--- src/rtl/key_scan_sched_if.sv ---
// Wishbone-style register bus for key_scan_sched.
// The master drives strobe/address/data and the slave returns a registered ack and read data.
interface key_scan_sched_if #(
  parameter int DSIZE = 8
);
  logic [1:0]       i_wb_adr;
  logic             i_wb_stb;
  logic             i_wb_we;
  logic [DSIZE-1:0] i_wb_dat;
  logic             o_wb_ack;
  logic [DSIZE-1:0] o_wb_dat;

  modport master (
    output i_wb_adr, i_wb_stb, i_wb_we, i_wb_dat,
    input  o_wb_ack, o_wb_dat
  );

  modport slave (
    input  i_wb_adr, i_wb_stb, i_wb_we, i_wb_dat,
    output o_wb_ack, o_wb_dat
  );
endinterface

--- src/rtl/key_scan_sched.sv ---
// Round-robin shared debounce engine with an event FIFO behind a small register bus.
// Optional interrupt output: define KEYSCHED_IRQ_EN.
module key_scan_sched #(
  parameter int NKEY   = 4,
  parameter int DSIZE  = 8,
  parameter int STABLE = 100,
  parameter int FDEPTH = 4
) (
  input  logic            i_clk,
  input  logic            i_rst,
  key_scan_sched_if.slave wb,
  input  logic [NKEY-1:0] i_key_n,
  output logic [NKEY-1:0] o_key_n,
  output logic            o_irq
);
  localparam int IW = (NKEY > 1) ? $clog2(NKEY) : 1;
  localparam int AW = (FDEPTH > 1) ? $clog2(FDEPTH) : 1;

  typedef enum logic {IDLE, SCAN} state_t;

  logic [NKEY-1:0]  s1_q, s2_q, key_q;
  logic [6:0]       cnt_q [NKEY];
  logic [15:0]      p_q, pc_q, pc_d;
  logic [7:0]       lo_q;
  state_t           st_q;
  logic [IW-1:0]    idx_q;
  logic [7:0]       mem_q [FDEPTH];
  logic [AW-1:0]    wp_q, rp_q;
  logic [2:0]       fc_q, fc_d;
  logic             ovf_q, ovf_d, ack_q;
  logic [DSIZE-1:0] dat_q, rdat;
  logic             ien;

  logic tick, xfer, wr, rd, visit;
  logic lvl, cur, same, flip;
  logic empty, full, pop, push, do_push;
  logic [6:0] inc;
  logic [7:0] ev;

  function automatic logic [AW-1:0] nxt(input logic [AW-1:0] p);
    return (p == AW'(FDEPTH - 1)) ? '0 : p + 1'b1;
  endfunction

  assign tick  = (pc_q == p_q);
  assign xfer  = wb.i_wb_stb & ~ack_q;
  assign wr    = xfer & wb.i_wb_we;
  assign rd    = xfer & ~wb.i_wb_we;
  assign visit = (st_q == SCAN);

  assign lvl  = s2_q[idx_q];
  assign cur  = key_q[idx_q];
  assign inc  = cnt_q[idx_q] + 7'd1;
  assign same = (lvl == cur);
  assign flip = ~same & (inc == 7'(STABLE));
  assign ev   = {1'b1, lvl, 6'(idx_q)};

  assign empty   = (fc_q == 3'd0);
  assign full    = (fc_q == 3'(FDEPTH));
  assign pop     = rd & (wb.i_wb_adr == 2'd3) & ~empty;
  assign push    = visit & flip;
  // A pop in the same cycle frees the slot, so a full FIFO still accepts
  assign do_push = push & (~full | pop);

  always_comb begin
    pc_d = tick ? 16'd0 : pc_q + 16'd1;
    if (wr && wb.i_wb_adr == 2'd1) pc_d = 16'd0;
    fc_d = fc_q;
    unique case ({do_push, pop})
      2'b10:   fc_d = fc_q + 3'd1;
      2'b01:   fc_d = fc_q - 3'd1;
      default: fc_d = fc_q;
    endcase
    ovf_d = ovf_q;
    if (wr && wb.i_wb_adr == 2'd2 && wb.i_wb_dat[4]) ovf_d = 1'b0;
    if (push && full && !pop) ovf_d = 1'b1;
  end

  always_comb begin
    rdat = '0;
    unique case (wb.i_wb_adr)
      2'd0: rdat = p_q[7:0];
      2'd1: rdat = p_q[15:8];
      2'd2: rdat = {fc_q, ovf_q, ien, visit, 2'b00};
      2'd3: rdat = empty ? 8'h00 : mem_q[rp_q];
    endcase
  end

  always_ff @(posedge i_clk) begin
    if (i_rst) begin
      st_q  <= IDLE;
      idx_q <= '0;
    end else begin
      unique case (st_q)
        IDLE: if (tick) begin
          st_q  <= SCAN;
          idx_q <= '0;
        end
        SCAN: if (idx_q == IW'(NKEY - 1)) st_q <= IDLE;
              else idx_q <= idx_q + 1'b1;
      endcase
    end
  end

  always_ff @(posedge i_clk) begin
    if (i_rst) begin
      s1_q  <= '1;
      s2_q  <= '1;
      key_q <= '1;
      for (int i = 0; i < NKEY; i++) cnt_q[i] <= '0;
      p_q   <= 16'd1999;
      lo_q  <= '0;
      pc_q  <= '0;
      wp_q  <= '0;
      rp_q  <= '0;
      fc_q  <= '0;
      ovf_q <= 1'b0;
      ack_q <= 1'b0;
      dat_q <= '0;
    end else begin
      s1_q  <= i_key_n;
      s2_q  <= s1_q;
      pc_q  <= pc_d;
      fc_q  <= fc_d;
      ovf_q <= ovf_d;
      ack_q <= xfer;
      dat_q <= rd ? rdat : '0;
      if (wr && wb.i_wb_adr == 2'd0) lo_q <= wb.i_wb_dat;
      if (wr && wb.i_wb_adr == 2'd1) p_q <= {wb.i_wb_dat, lo_q};
      if (visit) begin
        unique case (1'b1)
          same: cnt_q[idx_q] <= '0;
          flip: begin
            cnt_q[idx_q] <= '0;
            key_q[idx_q] <= lvl;
          end
          default: cnt_q[idx_q] <= inc;
        endcase
      end
      if (do_push) begin
        mem_q[wp_q] <= ev;
        wp_q        <= nxt(wp_q);
      end
      if (pop) rp_q <= nxt(rp_q);
    end
  end

`ifdef KEYSCHED_IRQ_EN
  logic ien_q, irq_q;
  always_ff @(posedge i_clk) begin
    if (i_rst) begin
      ien_q <= 1'b0;
      irq_q <= 1'b0;
    end else begin
      if (wr && wb.i_wb_adr == 2'd2) ien_q <= wb.i_wb_dat[3];
      irq_q <= ien_q & ~empty;
    end
  end
  assign ien   = ien_q;
  assign o_irq = irq_q;
`else
  assign ien   = 1'b0;
  assign o_irq = 1'b0;
`endif

  assign o_key_n     = key_q;
  assign wb.o_wb_ack = ack_q;
  assign wb.o_wb_dat = dat_q;
endmodule

--- src/flat_wrapper.sv ---
// flat-port wrapper written by rule: the top's interface ports become plain ports
module key_scan_sched_flat 
#(
  parameter int NKEY   = 4,
  parameter int DSIZE  = 8,
  parameter int STABLE = 100,
  parameter int FDEPTH = 4
)
  (i_clk, i_rst, i_key_n, o_key_n, o_irq, wb_i_wb_adr, wb_i_wb_stb, wb_i_wb_we, wb_i_wb_dat, wb_o_wb_ack, wb_o_wb_dat);
  key_scan_sched_if #(.DSIZE(DSIZE)) wb_i ();
  input  logic i_clk;
  input  logic i_rst;
  input  logic [NKEY-1:0] i_key_n;
  output logic [NKEY-1:0] o_key_n;
  output logic o_irq;
  input wire logic [$bits(wb_i.i_wb_adr)-1:0] wb_i_wb_adr;
  input wire logic [$bits(wb_i.i_wb_stb)-1:0] wb_i_wb_stb;
  input wire logic [$bits(wb_i.i_wb_we)-1:0] wb_i_wb_we;
  input wire logic [$bits(wb_i.i_wb_dat)-1:0] wb_i_wb_dat;
  output wire logic [$bits(wb_i.o_wb_ack)-1:0] wb_o_wb_ack;
  output wire logic [$bits(wb_i.o_wb_dat)-1:0] wb_o_wb_dat;
  assign wb_i.i_wb_adr = wb_i_wb_adr;
  assign wb_i.i_wb_stb = wb_i_wb_stb;
  assign wb_i.i_wb_we = wb_i_wb_we;
  assign wb_i.i_wb_dat = wb_i_wb_dat;
  assign wb_o_wb_ack = wb_i.o_wb_ack;
  assign wb_o_wb_dat = wb_i.o_wb_dat;
  key_scan_sched #(.NKEY(NKEY), .DSIZE(DSIZE), .STABLE(STABLE), .FDEPTH(FDEPTH)) u_core (.i_clk(i_clk), .i_rst(i_rst), .wb(wb_i), .i_key_n(i_key_n), .o_key_n(o_key_n), .o_irq(o_irq));
endmodule
--- config.mk ---
export PLATFORM = sky130hd
export DESIGN_NAME = key_scan_sched_flat
export DESIGN_NICKNAME = d
export VERILOG_FILES = /design/src/rtl/key_scan_sched_if.sv /design/src/rtl/key_scan_sched.sv /design/src/flat_wrapper.sv
export SDC_FILE = /design/constraint.sdc
export NUM_CORES = 1
export LEC_CHECK = 0
export CAP_MARGIN = 20
export CORE_UTILIZATION = 50
export DETAILED_ROUTE_END_ITERATION = 7
export PLACE_DENSITY = 0.74
export SETUP_SLACK_MARGIN = 0.1
export SLEW_MARGIN = 20
export SYNTH_ARGS = -nofsm -noshare
export SYNTH_HDL_FRONTEND = slang
export SYNTH_SLANG_ARGS = --single-unit
--- constraint.sdc ---
create_clock -name i_clk -period 7.9 [get_ports i_clk]
set_input_delay 1.58 -clock i_clk [delete_from_list [all_inputs] [get_ports i_clk]]
set_output_delay 1.58 -clock i_clk [all_outputs]
set_load 0.03 [all_outputs]
==> results of run 1 <==
[metrics by stage]
step	hold slack [ns]	utilization, %
after floorplan	0.389	-
after global placement	0.395	55.8
after detailed placement	0.394	55.8
after CTS	0.412	61.4
after global routing	0.418	61.4
final	0.409	61.4
[cell usage after synthesis, types with 2 or more instances]
| master | n |
|---|---|
| dfxtp_1 | 76 |
| nor2_1 | 58 |
| nand2_1 | 46 |
| edfxtp_1 | 40 |
| xnor2_1 | 25 |
| a21oi_1 | 23 |
| nor3_1 | 20 |
| inv_1 | 19 |
| clkbuf_1 | 18 |
| mux2i_1 | 18 |
| ha_1 | 13 |
| nand4_1 | 11 |
| mux4_2 | 10 |
| nand3_1 | 10 |
| nand3b_1 | 10 |
| or3_1 | 10 |
| o21ai_0 | 8 |
| or2_2 | 8 |
| nand2b_1 | 7 |
| xor2_1 | 7 |
| and3_1 | 6 |
| nor2b_1 | 5 |
| buf_2 | 4 |
| nor3b_1 | 4 |
| o311a_1 | 3 |
| mux4_1 | 2 |
| o22ai_1 | 2 |
| o31ai_1 | 2 |
[cell families after synthesis]
logic type / Yosys count
buffers and inverters: 45
adder cells (fa/ha/maj): 14
other: 1
AO/OA/AOI/OAI: 46
AND/OR/NAND/NOR: 202
flip-flops: 116
multiplexers: 31
XOR/XNOR: 33
[cell type report]
type,count,area [µm²],share of cell area [%]
clock buffer,22,443,7.28
clock inverter,10,109,1.79
multi-input combinational,327,2270,37.3
sequential,116,2720,44.8
inverter,19,71.3,1.17
timing repair buffer,31,303,4.98
tap,133,166,2.74
[routing by layer]
metal / track usage [%] / up-vias / routed length, µm
met5: 0 / - / 0
met4: 9.18 / 0 / 155
met3: 4.78 / 14 / 453
met2: 33.9 / 84 / 5020
met1: 27.6 / 1730 / 4780
li1: - / 1755 / -
[flip-flops by register name, summed over array words and instances (netlist names), named ones only]
signal / count
u_core.cnt_q: 28
u_core.idx_q: 2
u_core.p_q: 16
u_core.st_q: 1
u_core.wb.o_wb_ack: 1
u_core.rp_q: 2
u_core.fc_q: 3
u_core.s2_q: 4
u_core.wb.o_wb_dat: 8
u_core.ovf_q: 1
u_core.o_key_n: 4
u_core.mem_q: 12
u_core.s1_q: 4
u_core.pc_q: 16
u_core.lo_q: 8
u_core.wp_q: 2
[cell usage in the layout, fill, tap and decap left out, drive strengths merged, types with 2 or more instances in the layout]
cell type / n
o21ai: 9
and3: 6
bufinv: 2
xor2: 8
or2: 8
mux4: 12
nor2: 58
dfxtp: 76
nand3b: 10
clkdlybuf4s50: 29
o31ai: 2
nand4: 12
a21oi: 23
a22oi: 2
buf: 2
o311a: 3
nand3: 10
nand2: 46
nor3b: 4
nand2b: 7
edfxtp: 40
xnor2: 25
clkinv: 6
clkinvlp: 2
o22ai: 2
or3: 11
mux2i: 18
inv: 19
nor3: 20
ha: 13
nor2b: 5
clkbuf: 22
[power by group through the flow]
stage          combinational, W  sequential, W  clock (W)
5_1_grt               0.0000605       0.000636   0.000747
3_5_place_dp          0.0000548       0.000647          0
6_report              0.0000550       0.000635   0.000711
3_3_place_gp          0.0000535       0.000647          0
2_1_floorplan         0.0000351       0.000647          0
4_1_cts               0.0000552       0.000635   0.000719
[final timing paths]
| path | end | depth (start not counted) |
|---|---|---|
| worst max-delay path | u_core.fc_q[2] | 11 |
| worst min-delay path | u_core.s2_q[0] | 1 |
| worst max register to register | u_core.fc_q[2] | 12 |
| worst min register to register | u_core.s2_q[0] | 1 |
[worst register-to-register path, stage by stage, from the launching register on]
cell and delay [ns]:
dfxtp_1 0.62, mux4_1 0.72, ha_1 0.29, nor4bb_1 0.39, o21ai_2 0.14, a22oi_4 0.28, nand4_4 0.22, ha_1 0.30
inv_1 0.07, fa_1 0.17, xor2_1 0.07, or3_1 0.31, a21oi_1 0.14
==> reports/results.ini, run 1 <==
[route]
drcViolationCount = 0
drtIter0Drc = 299
dr.pass1.iters = 4
vias = 3583
ant_nets = 0
viasPerCell = 5.45
wl_per_cell_um = 15.8
wirelength_um = 10400

[clocking]
clockBufferDepth = 2
clock-root-buffer = clkbuf_8
htree_levels = 4
post-cts-setup-buffer-count = 0
postCtsHoldBufs = 0
clock-sinks = 116
cts_buffers = 17
cts-resized-gates = 0
clk-insertion-delay-late_ns = 0.52
tritoncts = done
clkTransAtPathRegs_ns = 0.06

[grt]
grt_pass1_vias = 3609
grt_start_max_net_pins = 65
grt_remaining_overflow = 0
grtUsageTotal_pct = 21.2
antenna_found_initial = 0
grt_pass1_wl_um = 17600

[pwr]
power.density_mw_per_mm2 = 230
p_int_w = 0.00111
finalPower_w = 0.00140
peakVddDrop_mv = 0.164
power.switching_w = 0.000296
power_frac_comb_pct = 3.9
p_sw_share_pct = 21.1
p_seq_share_pct = 45.3
power_frac_clock_pct = 50.8
p_leak_nw = 2.22

[finish]
drive_above_1_share_pct = 10.7
final_cells = 658
fillers = 846
nets = 544
n_antenna_cell = 0
fin_area_mm2 = 0.00608
area_growth_pct = 17.5

[placed_design]
gp_congestion = 0.839
dp_hpwl_um = 7110
place_inst = 626
pre_cts_ws_ns = 2.98
io_buffer_count = 30
placed_area_mm2 = 0.00553

[sta]
clock.fmax_mhz = 226
rsz0062_at_grt = no
setup_violations = 0
drv_slew = 0
setup-tns-final_ns = 0
period_share_pct = 56.1
fin_skew_ns = 0.00845
slew-limit-headroom_pct = 38.0
setup_ws_ns = 3.47
hold_viol = 0
min_period_ns = 4.43
tightest_slew_ns = 0.918

[critical_path]
cpMostUsedCell = or3_1
cp_top_family = simple AND/OR/NAND/NOR gates
r2r_slack_ns = 4.09
slowest_stage = clkdlybuf4s50_1
path_max_fanout = 17
path_class = in2reg
cp.arrival_ns = 4.88
cp_slowest_stage_delay_ns = 0.87
worstSetupStartpoint = wb_i_wb_adr[1]
crit_chain = clkdlybuf4s50_1 > o311ai_0 > or3_1 > nand3_1 > nand4_4 > ha_1 > inv_1 > fa_1 > xor2_1 > or3_1 > a21oi_1
crit_buf_inv = 2
endpoint_kind = flop
startpoint_type = input port
cp.required_ns = 8.35

[synth]
yosys.area_share.simple_pct = 19.7
dominantRegCellSynth = dfxtp_1
ys_warn_count = 0
synth_compound_area_share_pct = 5.68
synth_top_area_share_pct = 29.4
synth_fp_nets = 520
synth_fa_ha_area_share_pct = 3.53
synth_xor_xnor_area_share_pct = 5.73
yosys.cell_types.count = 51
yosys_register_bits = 116
syn_inst = 488
synth_area_leaders = dfxtp_1, edfxtp_1, mux4_2
netlist_area_mm2 = 0.00518
async_flop_share_pct = 0
syn_avg_cell_area_um2 = 10.6
synth_top_family_by_area = simple AND/OR/NAND/NOR gates
synth_edf_count = 40
yosysTopAreaCell = dfxtp_1
synthMuxAreaShare_pct = 9.13
ys_seq_area_share_pct = 52.6

[floorplan]
chipWidth_um = 104
dieArea_mm2 = 0.0108
pin_count = 32
chipHeight_um = 104
rows = 36
core_area_mm2 = 0.00991
initial_core_util_pct = 52.2

[min_path]
hold_path_class = reg2reg
hp-start = u_core.s1_q[0]

[flow_run]
maxCapViolCount = 0

[outcome]
outcome = finished, final reports clean

Power figures use the tool's default switching activity.
==> run 2: changes to the inputs <==
==> constraint.sdc (replaced) <==
create_clock -name i_clk -period 4.6 [get_ports i_clk]
set_input_delay 0.92 -clock i_clk [delete_from_list [all_inputs] [get_ports i_clk]]
set_output_delay 0.92 -clock i_clk [all_outputs]
set_load 0.03 [all_outputs]
==> run 2 against run 1 <==
Clock skew decreased by 0.00091 ns. Highest routed layer unchanged. Wire length grew 1.8%. First-iteration DRC count decreased by 21%. Sequential share of layout area shrank 0.65 points. Largest power group unchanged. Clock power grew 95%.
==> reports/results.ini, run 2 (synthesis results as in run 1) <==
[pwr]
p_sw_share_pct = 20.5
p_seq_share_pct = 42.4
power_frac_clock_pct = 53.9
power.switching_w = 0.000526
p_leak_nw = 2.27
power_frac_comb_pct = 3.7
power.density_mw_per_mm2 = 417
peakVddDrop_mv = 0.253
p_int_w = 0.00205

[placed_design]
place_inst = 628
gp_congestion = 0.862
io_buffer_count = 30
dp_hpwl_um = 7020

[outcome]
outcome = finished, final reports clean

[clocking]
post-cts-setup-buffer-count = 0
clock-root-buffer = clkbuf_8
clkTransAtPathRegs_ns = 0.06
cts_buffers = 17
clk-insertion-delay-late_ns = 0.51
postCtsHoldBufs = 0
cts-resized-gates = 0
tritoncts = done
clockBufferDepth = 2
htree_levels = 4
clock-sinks = 116

[grt]
antenna_found_initial = 0
grt_start_max_net_pins = 57
grt_pass1_vias = 3559
grt_remaining_overflow = 0
grtUsageTotal_pct = 21.3
grt_pass1_wl_um = 17800

[finish]
drive_above_1_share_pct = 11.2
fin_util_pct = 62.3
area_growth_pct = 19.2
final_cells = 660
largest_register_ffs = 28
final_cell_mix = dfxtp_1, nor2_1, nand2_1
largest-register = u_core.cnt_q
top_regs = u_core.cnt_q: 28 flops, u_core.p_q: 16 flops, u_core.pc_q: 16 flops
n_antenna_cell = 0
final_common_cell = dfxtp_1
nets = 546

[critical_path]
cp.required_ns = 5.04
endpoint_kind = flop
cp_slowest_stage_delay_ns = 0.72
crit_chain = mux4_1 > ha_1 > nor4bb_1 > o21ai_2 > a22oi_4 > nand4_4 > ha_1 > inv_1 > fa_1 > xor2_1 > or3_1 > a21oi_1
slowest_stage = mux4_1
cp.arrival_ns = 4.31
path_max_fanout = 8
cpMostUsedCell = ha_1
path_class = reg2reg
startpoint_type = flop

[sta]
drv_slew = 0
setup_violations = 0
slew-limit-headroom_pct = 37.1
period_share_pct = 84.3
tightest_slew_ns = 0.932
setup-tns-final_ns = 0
fin_skew_ns = 0.00754
rsz0062_at_grt = no
clock.fmax_mhz = 258
min_period_ns = 3.88
hold_viol = 0

[route]
viasPerCell = 5.45
vias = 3600
drcViolationCount = 0
wirelength_um = 10600
ant_nets = 0
dr.pass1.iters = 5
drtIter0Drc = 236
wl_per_cell_um = 16.0

[floorplan]
initial_core_util_pct = 52.2
core_area_mm2 = 0.00991
chipWidth_um = 104
pin_count = 32
rows = 36
dieArea_mm2 = 0.0108
chipHeight_um = 104

[min_path]
hp-start = u_core.s1_q[3]
hold_path_class = reg2reg

[flow_run]
maxCapViolCount = 0

-- run 2: cell count changes in the layout (fill, tap and decap cells not counted), sizes merged --
cell	previous run	this run
buf	2	4
clkbuf	22	17
bufinv	2	5
clkinv	6	8
-- run 2: area by class of cell --
cell class                      count  area (µm²)
Inverter                           19        71.3
Clock inverter                     15         213
Clock buffer                       17         414
Sequential cell                   116        2720
Tap cell                          133         166
Multi-Input combinational cell    327        2270
Fill cell                         805        3740
Timing Repair Buffer               33         318
-- run 2: worst paths after layout --
check                   end  slack, ns  cells after the start
max          u_core.fc_q[2]       0.72                     12
min          u_core.s2_q[3]       0.41                      1
max reg2reg  u_core.fc_q[2]       0.72                     12
min reg2reg  u_core.s2_q[3]       0.41                      1
-- run 2: stage by stage --
stage / hold WS, ns / area, µm² / setup WS [ns] / total power [W]
after floorplan: 0.389 / 5180 / 1.31 / 0.00117
after global placement: 0.395 / 5550 / 0.823 / 0.00120
after detailed placement: 0.393 / 5550 / 0.674 / 0.00121
after CTS: 0.403 / 6170 / 0.682 / 0.00259
after global routing: 0.426 / 6170 / 0.377 / 0.00265
final: 0.406 / 6170 / 0.723 / 0.00257
-- run 2: power by group through the flow --
stage | Sequential [W] | Clock, W | Combinational [W]
6_report | 0.00109 | 0.00139 | 0.0000958
5_1_grt | 0.00109 | 0.00145 | 0.000105
4_1_cts | 0.00109 | 0.00140 | 0.0000966
3_5_place_dp | 0.00111 | 0 | 0.0000952
3_3_place_gp | 0.00111 | 0 | 0.0000935
2_1_floorplan | 0.00111 | 0 | 0.0000602
-- run 2: critical path, delay by kind of cell (launching register included) --
family | cells | cell delay (ns)
compound gates | 3 | 0.57
xor+xnor | 1 | 0.09
fa+ha+maj | 3 | 0.77
buf+inv | 1 | 0.07
flops | 1 | 0.62
mux | 1 | 0.72
simple gates | 3 | 0.95
-- run 2: metal layers --
layer  track usage [%]  up-vias  wire length (µm)
met5                 0        -                 0
met4              8.78        0               167
met3              5.73       15               626
met2              33.7      103              5170
met1              27.7     1727              4630
li1                  -     1755                 -
